File: src/rtl/uart_pkg.sv
// Shared definitions for the UART receive path: one-hot FSM encodings, 8N1 frame
// constants and counter sizing.
package uart_pkg;

    localparam int unsigned DATA_BITS = 8;
    localparam int unsigned STOP_BITS = 1;

    typedef enum logic [4:0] {
        StIdle     = 5'b00001,
        StStart    = 5'b00010,
        StData     = 5'b00100,
        StStop     = 5'b01000,
        StWaitHigh = 5'b10000
    } state_e;

    // Width of a counter that must reach clks_per_bit-1.
    function automatic int unsigned cnt_width(input int unsigned clks_per_bit);
        return (clks_per_bit > 1) ? $clog2(clks_per_bit) : 1;
    endfunction

endpackage

File: src/rtl/sync_2ff.sv
// Two-flop synchroniser for a single asynchronous input, with a selectable reset
// value so idle-high and idle-low lines both come out of reset quiet.
module sync_2ff #(
    parameter logic RESET_VAL = 1'b1
) (
    input  logic clk,
    input  logic rst,
    input  logic d,
    output logic q
);

    logic meta_q;
    logic sync_q;

    always_ff @(posedge clk or negedge rst) begin
        if (!rst) begin
            meta_q <= RESET_VAL;
            sync_q <= RESET_VAL;
        end else begin
            meta_q <= d;
            sync_q <= meta_q;
        end
    end

    assign q = sync_q;

endmodule

File: src/rtl/uart_byte_rx.sv
// 8N1 UART receiver: mid-bit sampling from a cycle counter, one-cycle strobes for a
// good byte or a framing error, and re-arm only once the line is back high.
module uart_byte_rx
    import uart_pkg::*;
#(
    parameter int unsigned CLKS_PER_BIT = 434
) (
    input  logic       clk,
    input  logic       rst,
    input  logic       rx,
    output logic [7:0] rx_data,
    output logic       rx_valid,
    output logic       frame_err,
    output logic       busy
);

    localparam int unsigned CW      = cnt_width(CLKS_PER_BIT);
    localparam logic [CW-1:0] HALF_M1 = CW'(CLKS_PER_BIT / 2 - 1);
    localparam logic [CW-1:0] LAST    = CW'(CLKS_PER_BIT - 1);
    localparam logic [2:0]    IDX_LAST = 3'(DATA_BITS - 1);

    logic          rx_s;
    state_e        state_q, state_d;
    logic [CW-1:0] cnt_q, cnt_d;
    logic [2:0]    idx_q, idx_d;
    logic [7:0]    shift_q, shift_d;
    logic [7:0]    data_q, data_d;
    logic          valid_q, valid_d;
    logic          ferr_q, ferr_d;

    sync_2ff #(
        .RESET_VAL (1'b1)
    ) u_rx_sync (
        .clk (clk),
        .rst (rst),
        .d   (rx),
        .q   (rx_s)
    );

    always_ff @(posedge clk or negedge rst) begin
        if (!rst) begin
            state_q <= StIdle;
            cnt_q   <= '0;
            idx_q   <= '0;
            shift_q <= '0;
            data_q  <= '0;
            valid_q <= 1'b0;
            ferr_q  <= 1'b0;
        end else begin
            state_q <= state_d;
            cnt_q   <= cnt_d;
            idx_q   <= idx_d;
            shift_q <= shift_d;
            data_q  <= data_d;
            valid_q <= valid_d;
            ferr_q  <= ferr_d;
        end
    end

    always_comb begin
        state_d = state_q;
        cnt_d   = cnt_q;
        idx_d   = idx_q;
        shift_d = shift_q;
        data_d  = data_q;
        valid_d = 1'b0;
        ferr_d  = 1'b0;

        unique case (state_q)
            StIdle: begin
                if (!rx_s) begin
                    state_d = StStart;
                    cnt_d   = '0;
                end
            end
            StStart: begin
                if (cnt_q == HALF_M1) begin
                    // Start bit must still be low at its centre, else treat as a glitch.
                    cnt_d   = '0;
                    idx_d   = '0;
                    state_d = rx_s ? StIdle : StData;
                end else begin
                    cnt_d = cnt_q + 1'b1;
                end
            end
            StData: begin
                if (cnt_q == LAST) begin
                    cnt_d   = '0;
                    shift_d = {rx_s, shift_q[7:1]};
                    idx_d   = idx_q + 3'd1;
                    if (idx_q == IDX_LAST) begin
                        state_d = StStop;
                    end
                end else begin
                    cnt_d = cnt_q + 1'b1;
                end
            end
            StStop: begin
                if (cnt_q == LAST) begin
                    cnt_d = '0;
                    if (rx_s) begin
                        data_d  = shift_q;
                        valid_d = 1'b1;
                        state_d = StIdle;
                    end else begin
                        ferr_d  = 1'b1;
                        state_d = StWaitHigh;
                    end
                end else begin
                    cnt_d = cnt_q + 1'b1;
                end
            end
            StWaitHigh: begin
                // A break or stuck-low line must not be read as a stream of frames.
                if (rx_s) begin
                    state_d = StIdle;
                end
            end
            default: begin
                state_d = StIdle;
                cnt_d   = '0;
                idx_d   = '0;
            end
        endcase
    end

    assign rx_data   = data_q;
    assign rx_valid  = valid_q;
    assign frame_err = ferr_q;
    assign busy      = (state_q != StIdle);

endmodule
File: config.mk
export PLATFORM = sky130hd
export DESIGN_NAME = uart_byte_rx
export DESIGN_NICKNAME = d
export VERILOG_FILES = /design/src/rtl/uart_pkg.sv /design/src/rtl/sync_2ff.sv /design/src/rtl/uart_byte_rx.sv
export SDC_FILE = /design/constraint.sdc
export NUM_CORES = 1
export LEC_CHECK = 0
export CAP_MARGIN = 20
export CORE_MARGIN = 1
export CORE_UTILIZATION = 35
export DETAILED_ROUTE_END_ITERATION = 8
export DONT_BUFFER_PORTS = 1
export GPL_TIMING_DRIVEN = 1
export PLACE_DENSITY_LB_ADDON = 0.3
export SETUP_SLACK_MARGIN = 0.02
export SLEW_MARGIN = 40
export SYNTH_ARGS = -nofsm -noshare
export SYNTH_HDL_FRONTEND = slang
export SYNTH_SLANG_ARGS = --single-unit
File: constraint.sdc
create_clock -name clk -period 3.8 [get_ports clk]
set_input_delay 0 -clock clk [delete_from_list [all_inputs] [get_ports clk]]
set_output_delay 0 -clock clk [all_outputs]
set_load 0.005 [all_outputs]
## Word level (Yosys, flattened, before mapping)

Index checks and enable logic that the tools add are counted.

- Register bits: 37
- Output and inout bits: 11
- Word-level logic and storage cells: 57

- Add/sub/neg operators: 2
- Eq/ne operators: 15
- Muxes and demuxes: 22
- Bitwise gates (word level): 2
- Reductions and logical operators: 7

Operators with widths:

| cell | count |
|---|---|
| $pmux 9 s4 | 1 |
| $mux 5 | 7 |
| $mux 9 | 3 |
| $pmux 5 s5 | 1 |
| $ne 2x2->1 const B | 5 |
| $add 9x1->9 const B | 1 |
| $eq 9x8->1 const B | 1 |
| $eq 9x9->1 const B | 1 |
| $mux 3 | 3 |
| $pmux 3 s3 | 1 |
| $mux 1 | 6 |
| $reduce_and 3->1 | 2 |
| $reduce_and 6->1 | 1 |
| $eq 5x1->1 const B | 1 |
| $eq 5x2->1 const B | 1 |
| $eq 5x3->1 const B | 1 |
| $eq 5x4->1 const B | 1 |
| $eq 5x5->1 const B | 1 |
| $ne 5x1->1 const B | 1 |
| $reduce_and 2->1 | 2 |
| $add 3x1->3 const B | 1 |
| $eq 3x3->1 const B | 1 |
| $reduce_or 3->1 | 1 |
| $ne 2x1->1 const B | 1 |
| 2 further kinds | 3 |

## Longest topological paths before layout

Gate-level depths: netlist of run 1.

- Depth after elaboration: 4
- Depth in mapped cells: 9

## Modules after synthesis

From an unflattened synthesis of run 1, not the netlist that was laid out.

- Cell total of the unflattened synthesis: 152
- Area, all modules: 1736.7 um^2

Modules (own cells, without submodules):

| module | times used | cells an instance | area an instance (um^2) |
|---|---|---|---|
| uart_byte_rx | 1 | 150 | 1684.1 |
| sync_2ff | 1 | 2 | 52.6 |

## Worst setup path after synthesis of run 1

No wires, ideal clock.

- Path type: register to register
- From: reg cnt_q[0]
- To: reg state_q[2]
- Library setup time: 0.128 ns
- Data arrival time: 1.653 ns
- Slack: 2.019 ns
- Cell stages (with the launch flop): 8
- Path buffers: 1
- Clock period less this slack: 1.781 ns
- Path through: dfrtp_1 > ha_1 > and4b_1 > and4_4 > buf_6 > o22a_4 > o211ai_2 > mux2_1

- Cells in the longest elaborated chain, start to end: 3

Ends and longest elaborated chain:

| element | line | text |
|---|---|---|
| start: declaration | uart_byte_rx.sv:24 | `logic [CW-1:0] cnt_q, cnt_d;` |
| start signal: assignment | uart_byte_rx.sv:51 | `cnt_q <= cnt_d;` |
| $eq 9x9->1 or $eq 9x8->1 (tied branches) | uart_byte_rx.sv:87, uart_byte_rx.sv:99, uart_byte_rx.sv:77 |  |
| $ne 2x2->1 (no line) | -- |  |
| $reduce_and 6->1 (no line) (*) | -- |  |
| end signal: assignment | uart_byte_rx.sv:42 | `state_q <= StIdle;` |
| end signal: assignment | uart_byte_rx.sv:50 | `state_q <= state_d;` |
| end: declaration | uart_byte_rx.sv:23 | `state_e state_q, state_d;` |

Every way passes the cells marked *; elsewhere a longest branch is shown, timed or not.
A chain may end at the register's enable or synchronous reset.

## Worst setup path in the final report of run 1

Same ends and word-level chain as after synthesis.

==> flow_metrics.env, run 1 <==
export IMPL_tns_ns=0
export IMPL_synth_area_sq_mm=0.00175
export IMPL_critPathKind="flip-flop to flip-flop"
export IMPL_drive_gt1_share_pct=12.7
export IMPL_clk_pin_slew_worst_paths_ns=0.08
export IMPL_cts_tree="done"
export IMPL_total_power_mw=0.950
export IMPL_fin_skew_ns=0.00454
export IMPL_synth_seq_cells=37
export IMPL_end_kind="flip-flop"
export IMPL_core_area_sq_mm=0.00479
export IMPL_synth_top_family_by_area="simple AND/OR/NAND/NOR gates"
export IMPL_synth_fp_nets=160
export IMPL_synth_simple_area_share_pct=15.1
export IMPL_ys_warn_count=0
export IMPL_post_cts_buffers=0
export IMPL_die_height_microns=72.8
export IMPL_drt_total_wl_mm=3.16
export IMPL_area_growth_pct=10.7
export IMPL_register_area_sq_um=930
export IMPL_die_area_sq_mm=0.00530
export IMPL_min_path_type="input port to async pin"
export IMPL_dpl_instance_area_sq_mm=0.00181
export IMPL_cts_htree_levels=2
export IMPL_cp_max_fo=8
export IMPL_fmax_mhz=522
export IMPL_fin_util_pct=40.5
export IMPL_cp_cell_sequence="inv_1 -> ha_1 -> nand2b_1 -> nor4_2 -> o22a_4 -> o211ai_2 -> mux2_1"
export IMPL_drc=0
export IMPL_irDropWorstVdd_mv=0.202
export IMPL_synthAdderAreaFrac_pct=3.57
export IMPL_worstPathArrival_ns=2.09
export IMPL_yosys_cell_types_count=41
export IMPL_rsz0062_at_grt="no"
export IMPL_synth_edf_count=0
export IMPL_maxCapViolations=0
export IMPL_finalSetupViolCount=0
export IMPL_grtUsageTotal_pct=13.1
export IMPL_critical_path_required_ns=3.97
export IMPL_cts_root_buffer="clkbuf_8"
export IMPL_cts_path_max_buffers=2
export IMPL_multi_input_area_sq_um=773
export IMPL_synth_mux_area_share_pct=11.6
export IMPL_overflow=0
export IMPL_syn_avg_cell_area_sq_um=11.5
export IMPL_dp_hpwl_mm=2.25
export IMPL_ys_flop_type="dfrtp_1"
export IMPL_leakage_nw=0.904
export IMPL_grt_pass1_wl_mm=5.13
export IMPL_power_density_mw_per_mm2=490
export IMPL_cts_sinks=37
export IMPL_fillers=442
export IMPL_numPortBuffers=0
export IMPL_stdcell_area_sq_mm=0.00194
export IMPL_cp_slowest_stage_delay_ns=0.42
export IMPL_synth_top_cell_by_area="dfrtp_1"
export IMPL_hold_viol_final=0
export IMPL_synth_xor_xnor_area_share_pct=0.999
export IMPL_crit_family="simple AND/OR/NAND/NOR gates"
export IMPL_grt_max_degree=38
export IMPL_fin_crit_ns=1.92
export IMPL_startpoint_type="flip-flop"
export IMPL_worst_pin_slew_ns=0.537
export IMPL_cts_resized_gates=0
export IMPL_relSlewSlack_pct=63.8
export IMPL_fin_crit_sh_pct=50.5
export IMPL_die_w_microns=72.8
export IMPL_vias_per_cell=5.21
export IMPL_wire_per_inst_microns=14.0
export IMPL_num_rows=25
export IMPL_netlist_area_leader_share_pct=48.5
export IMPL_first_global_vias=1138
export IMPL_first_iter_violations=77
export IMPL_antenna_left=0
export IMPL_postCtsHoldBufs=3
export IMPL_drt_pass1_iter_count=4
export IMPL_vias=1172
export IMPL_insertedDiodeCount=0
export IMPL_ios=14
export IMPL_initial_core_util_pct=36.6
export IMPL_critPathBufInv=1
export IMPL_slew_viol_final=0
export IMPL_nNetsFinal=165
export IMPL_clk_latency_ns=0.28
export IMPL_synth_compound_area_share_pct=12.9
export IMPL_synth_async_reset_ratio_pct=100
export IMPL_yosysSeqAreaShare_pct=53.0
export IMPL_grt_antenna_before_repair=0
export IMPL_syn_inst=152
export IMPL_status="completed"
export IMPL_gp_congestion=0.823
export IMPL_ys_top_cells_by_area="dfrtp_1 (49%), mux2_1 (11%), dfstp_2 (4.5%)"
export IMPL_cts_buffers=5
export IMPL_cp_slowest_cell="dfrtp_1"
## metrics by stage
step	hold slack (ns)	std cells	setup WS [ns]
after global placement	-0.295	214	1.93
after CTS	0.157	225	1.88
after detailed placement	-0.295	214	1.88
after floorplan	-0.296	152	2.02
final	0.182	225	1.88
after global routing	0.179	225	1.78
## logic make-up (layout without fill, tap and decap cells)
| group | after synthesis | after routing |
|---|---|---|
| mux | 18 | 18 |
| fa+ha+maj | 5 | 5 |
| flops | 37 | 37 |
| compound gates | 33 | 33 |
| buf+inv | 11 | 17 |
| xor+xnor | 2 | 2 |
| simple gates | 46 | 46 |
## synth_stat cells, types with 2 or more instances
cell type   n
dfrtp_1    34
mux2_1     17
nor2_1     11
a21oi_1     7
inv_1       6
nand2_1     6
o21ai_0     6
ha_1        5
o21ai_1     5
a22o_1      4
nand3_1     4
nor3_1      4
clkbuf_1    3
dfstp_2     3
nand3b_1    3
a31oi_1     2
and3_1      2
and3b_1     2
nand4_1     2
nor2b_1     2
o211ai_1    2
or3_1       2
xor2_1      2
## sequential cells by signal, indices dropped and copies added, names as in the netlist
signal,cells
rx_data,8
frame_err,1
u_rx_sync.meta_q,1
cnt_q,9
u_rx_sync.q,1
shift_q,8
idx_q,3
state_q,5
rx_valid,1
## per-layer routing
metal  vias up  GRT usage (%)  part of all wire (%)
met5         -              0                     0
met4         0           6.10                   1.5
met3         7           4.28                   4.4
met2        27           22.2                    49
met1       575           14.9                    45
li1        563              -                     -
## power by group
part	internal (mW)	switching (mW)
Sequential	0.421	0.0316
Combinational	0.0875	0.138
Clock	0.130	0.142
Total	0.639	0.311
## cell usage in the layout (no fill, tap or decap), types with 5 or more instances in the layout
cell type / netlist / final
dfrtp_1: 34 / 34
mux2_1: 17 / 17
nor2_1: 11 / 11
a21oi_1: 7 / 7
inv_1: 6 / 6
nand2_1: 6 / 6
o21ai_0: 6 / 6
o21ai_1: 5 / 5
ha_1: 5 / 5
clkbuf_8: 0 / 5
## layout make-up
| type | count | share of cell area [%] |
|---|---|---|
| clock buffer | 5 | 3.55 |
| clock inverter | 3 | 1.16 |
| inverter | 6 | 1.16 |
| multi-input combinational | 104 | 39.8 |
| sequential | 37 | 47.9 |
| tap | 67 | 4.32 |
| timing repair buffer | 3 | 2.06 |
## final timing paths
path                                  start          endpoint  slack, ns  cells past startpoint
hold reg to reg            u_rx_sync.meta_q       u_rx_sync.q       0.36                      0
hold / removal                          rst        shift_q[5]       0.18                      2
max in group asynchronous               rst  u_rx_sync.meta_q       3.37                      2
setup / recovery                   cnt_q[0]        state_q[2]       1.88                      7
setup reg to reg                   cnt_q[0]        state_q[2]       1.88                      7
min in group clk                         rx  u_rx_sync.meta_q       0.25                      1
Power figures use the tool's default switching activity.
==> inputs of run 2 (changes only) <==
Settings changed: ABC_AREA set to 1.
Clock period 3.8 ns to 1.7 ns, I/O delays scaled along.
==> run 2 against run 1 <==
Against the previous run:
- first-iteration DRC count is 5.2% higher
- synthesized cell count is 55% higher
- final cell count is 40% higher
- worst setup slack worse by 1.8 ns
- power grew to 2.7 times the previous value
- largest cell class is now multi-input combinational cells
==> flow_metrics.env, run 2 <==
export IMPL_grt_pass1_wl_mm=6.47
export IMPL_overflow=0
export IMPL_fin_skew_ns=0.00352
export IMPL_largest_reg_flops=9
export IMPL_met2_usage_pct=22.1
export IMPL_clk_pin_slew_worst_paths_ns=0.08
export IMPL_insertedDiodeCount=0
export IMPL_worst_pin_slew_ns=0.341
export IMPL_status="completed"
export IMPL_grt_use_met3_pct=3.02
export IMPL_multi_input_area_sq_um=932
export IMPL_nNetsFinal=251
export IMPL_drc=0
export IMPL_first_global_vias=1373
export IMPL_slew_viol_final=0
export IMPL_min_path_type="input port to async pin"
export IMPL_grt_util_met1_pct=17.1
export IMPL_synth_area_sq_mm=0.00203
export IMPL_cp_max_fo=10
export IMPL_vias=1460
export IMPL_final_common_cell="nand2_1"
export IMPL_area_growth_pct=11.3
export IMPL_netlist_area_leader_share_pct=42.0
export IMPL_synthTopCellsByCount="nand2_1 (62), dfrtp_1 (34), inv_1 (30)"
export IMPL_finalSetupViolCount=0
export IMPL_synth_fp_nets=244
export IMPL_end_kind="flip-flop"
export IMPL_num_rows=27
export IMPL_ys_top_cells_by_area="dfrtp_1 (42%), nand2_1 (11%), o21ai_2 (6.5%)"
export IMPL_drt_total_wl_mm=3.82
export IMPL_cts_sinks=37
export IMPL_total_power_mw=2.53
export IMPL_yosys_cell_types_count=27
export IMPL_rsz0062_at_grt="yes"
export IMPL_core_area_sq_mm=0.00554
export IMPL_cts_path_max_buffers=2
export IMPL_cts_htree_levels=2
export IMPL_grtUsageTotal_pct=13.7
export IMPL_fillers=580
export IMPL_leakage_nw=1.10
export IMPL_yosysSeqAreaShare_pct=45.9
export IMPL_die_height_microns=78.1
export IMPL_startpoint_type="flip-flop"
export IMPL_critPathKind="flip-flop to flip-flop"
export IMPL_cts_tree="done"
export IMPL_fmax_mhz=634
export IMPL_die_area_sq_mm=0.00610
export IMPL_power_density_mw_per_mm2=1120
export IMPL_die_w_microns=78.1
export IMPL_maxCapViolations=0
export IMPL_critical_path_required_ns=1.88
export IMPL_synth_top_cell_by_area="dfrtp_1"
export IMPL_wire_per_inst_microns=12.1
export IMPL_grt_max_degree=38
export IMPL_drt_pass1_iter_count=4
export IMPL_relSlewSlack_pct=77.2
export IMPL_clk_latency_ns=0.29
export IMPL_synth_seq_cells=37
export IMPL_fin_crit_ns=1.58
export IMPL_vias_per_cell=4.62
export IMPL_ys_warn_count=0
export IMPL_hold_viol_final=0
export IMPL_first_iter_violations=81
export IMPL_register_area_sq_um=930
export IMPL_gp_congestion=0.810
export IMPL_fin_crit_sh_pct=92.8
export IMPL_numPortBuffers=0
export IMPL_top_register="cnt_q"
export IMPL_ios=14
export IMPL_synth_edf_count=0
export IMPL_drive_gt1_share_pct=23.8
export IMPL_syn_avg_cell_area_sq_um=8.59
export IMPL_final_cell_mix="nand2_1 (61), dfrtp_1 (34), inv_1 (29)"
export IMPL_dp_hpwl_mm=2.69
export IMPL_tns_ns=0
export IMPL_dpl_instance_area_sq_mm=0.00207
export IMPL_worstPathArrival_ns=1.76
export IMPL_syn_inst=236
export IMPL_irDropWorstVdd_mv=0.575
export IMPL_grt_antenna_before_repair=0
export IMPL_initial_core_util_pct=36.6
export IMPL_cts_buffers=5
export IMPL_antenna_left=0
export IMPL_yosysMostFrequentCell="nand2_1"
export IMPL_cts_root_buffer="clkbuf_8"
export IMPL_ys_flop_type="dfrtp_1"
export IMPL_synth_async_reset_ratio_pct=100
export IMPL_stdcell_area_sq_mm=0.00226
export IMPL_busiest_layer="met2"
run 2: changes by cell type after synthesis, moves of 7 or more:
cell     previous run  this run
inv_1               6        30
nand2_1             6        62
o21ai_2             0        15
mux2_1             17         0
a21oi_1             7         0
nand2_2             1         9
nand3_1             4        23
run 2: path summary, 6_finish.rpt:
path	from	end	slack (ns)	cells past startpoint
hold reg to reg	u_rx_sync.meta_q	u_rx_sync.q	0.36	0
setup / recovery	cnt_q[1]	rx_data[0]	0.12	9
setup reg to reg	cnt_q[1]	rx_data[0]	0.12	9
max in group asynchronous	rst	u_rx_sync.meta_q	1.29	2
min in group clk	rx	u_rx_sync.meta_q	0.25	1
hold / removal	rst	cnt_q[4]	0.15	2
run 2: report_power, final:
group	switching (mW)	internal (mW)	leakage, nW
Sequential	0.0684	0.950	0.504
Clock	0.320	0.477	0.0574
Combinational	0.489	0.223	0.536
Total	0.877	1.65	1.10
run 2: final cells by class:
type                    instances  area share [%]
clock buffers                   6            3.66
well taps                      72            3.99
inverters                      35            6.05
multi-input cells             160            41.3
repair buffers                  4            2.11
clock inverters                 2            1.66
flip-flops and latches         37            41.2
run 2: routing by layer:
metal  vias up  wire (microns)
li1        760               -
met1       675            1800
met2        17            1830
met3         8              97
met4         0              85
met5         -               0
run 2: timing repair:
| action | 4_1_cts | 5_1_grt |
|---|---|---|
| endpoints found under the setup margin | 0 | 12 |
| gates resized for setup | 0 | 3 |
| hold buffers | 3 | 0 |
| setup buffers | 0 | 0 |
| endpoints found under the hold margin | 38 | 0 |
run 2: stage by stage:
stage	utilization [%]	hold slack [ns]	setup WS, ns	cells
final	40.7	0.153	0.123	316
after global routing	40.7	0.178	0.00232	316
after CTS	40.3	0.162	0.110	315
after detailed placement	37.4	-0.294	0.122	304
after global placement	37.4	-0.294	0.164	304
after floorplan	-	-0.296	0.287	236
run 2: logic make-up after synthesis:
logic type | after synthesis | synth area share, %
flops | 37 | 45.9
compound gates | 23 | 8.77
simple gates | 127 | 31.4
xor+xnor | 4 | 1.73
fa+ha+maj | 5 | 3.09
buf+inv | 40 | 9.20
run 2: critical path: stages (launching register included):
cell and delay (ns):
dfrtp_1 0.41, inv_2 0.08, ha_1 0.13, nand2_1 0.06, nor2_2 0.15, nand2_4 0.12
clkinv_4 0.11, nand3_2 0.22, nand2_1 0.12, nand2_1 0.06
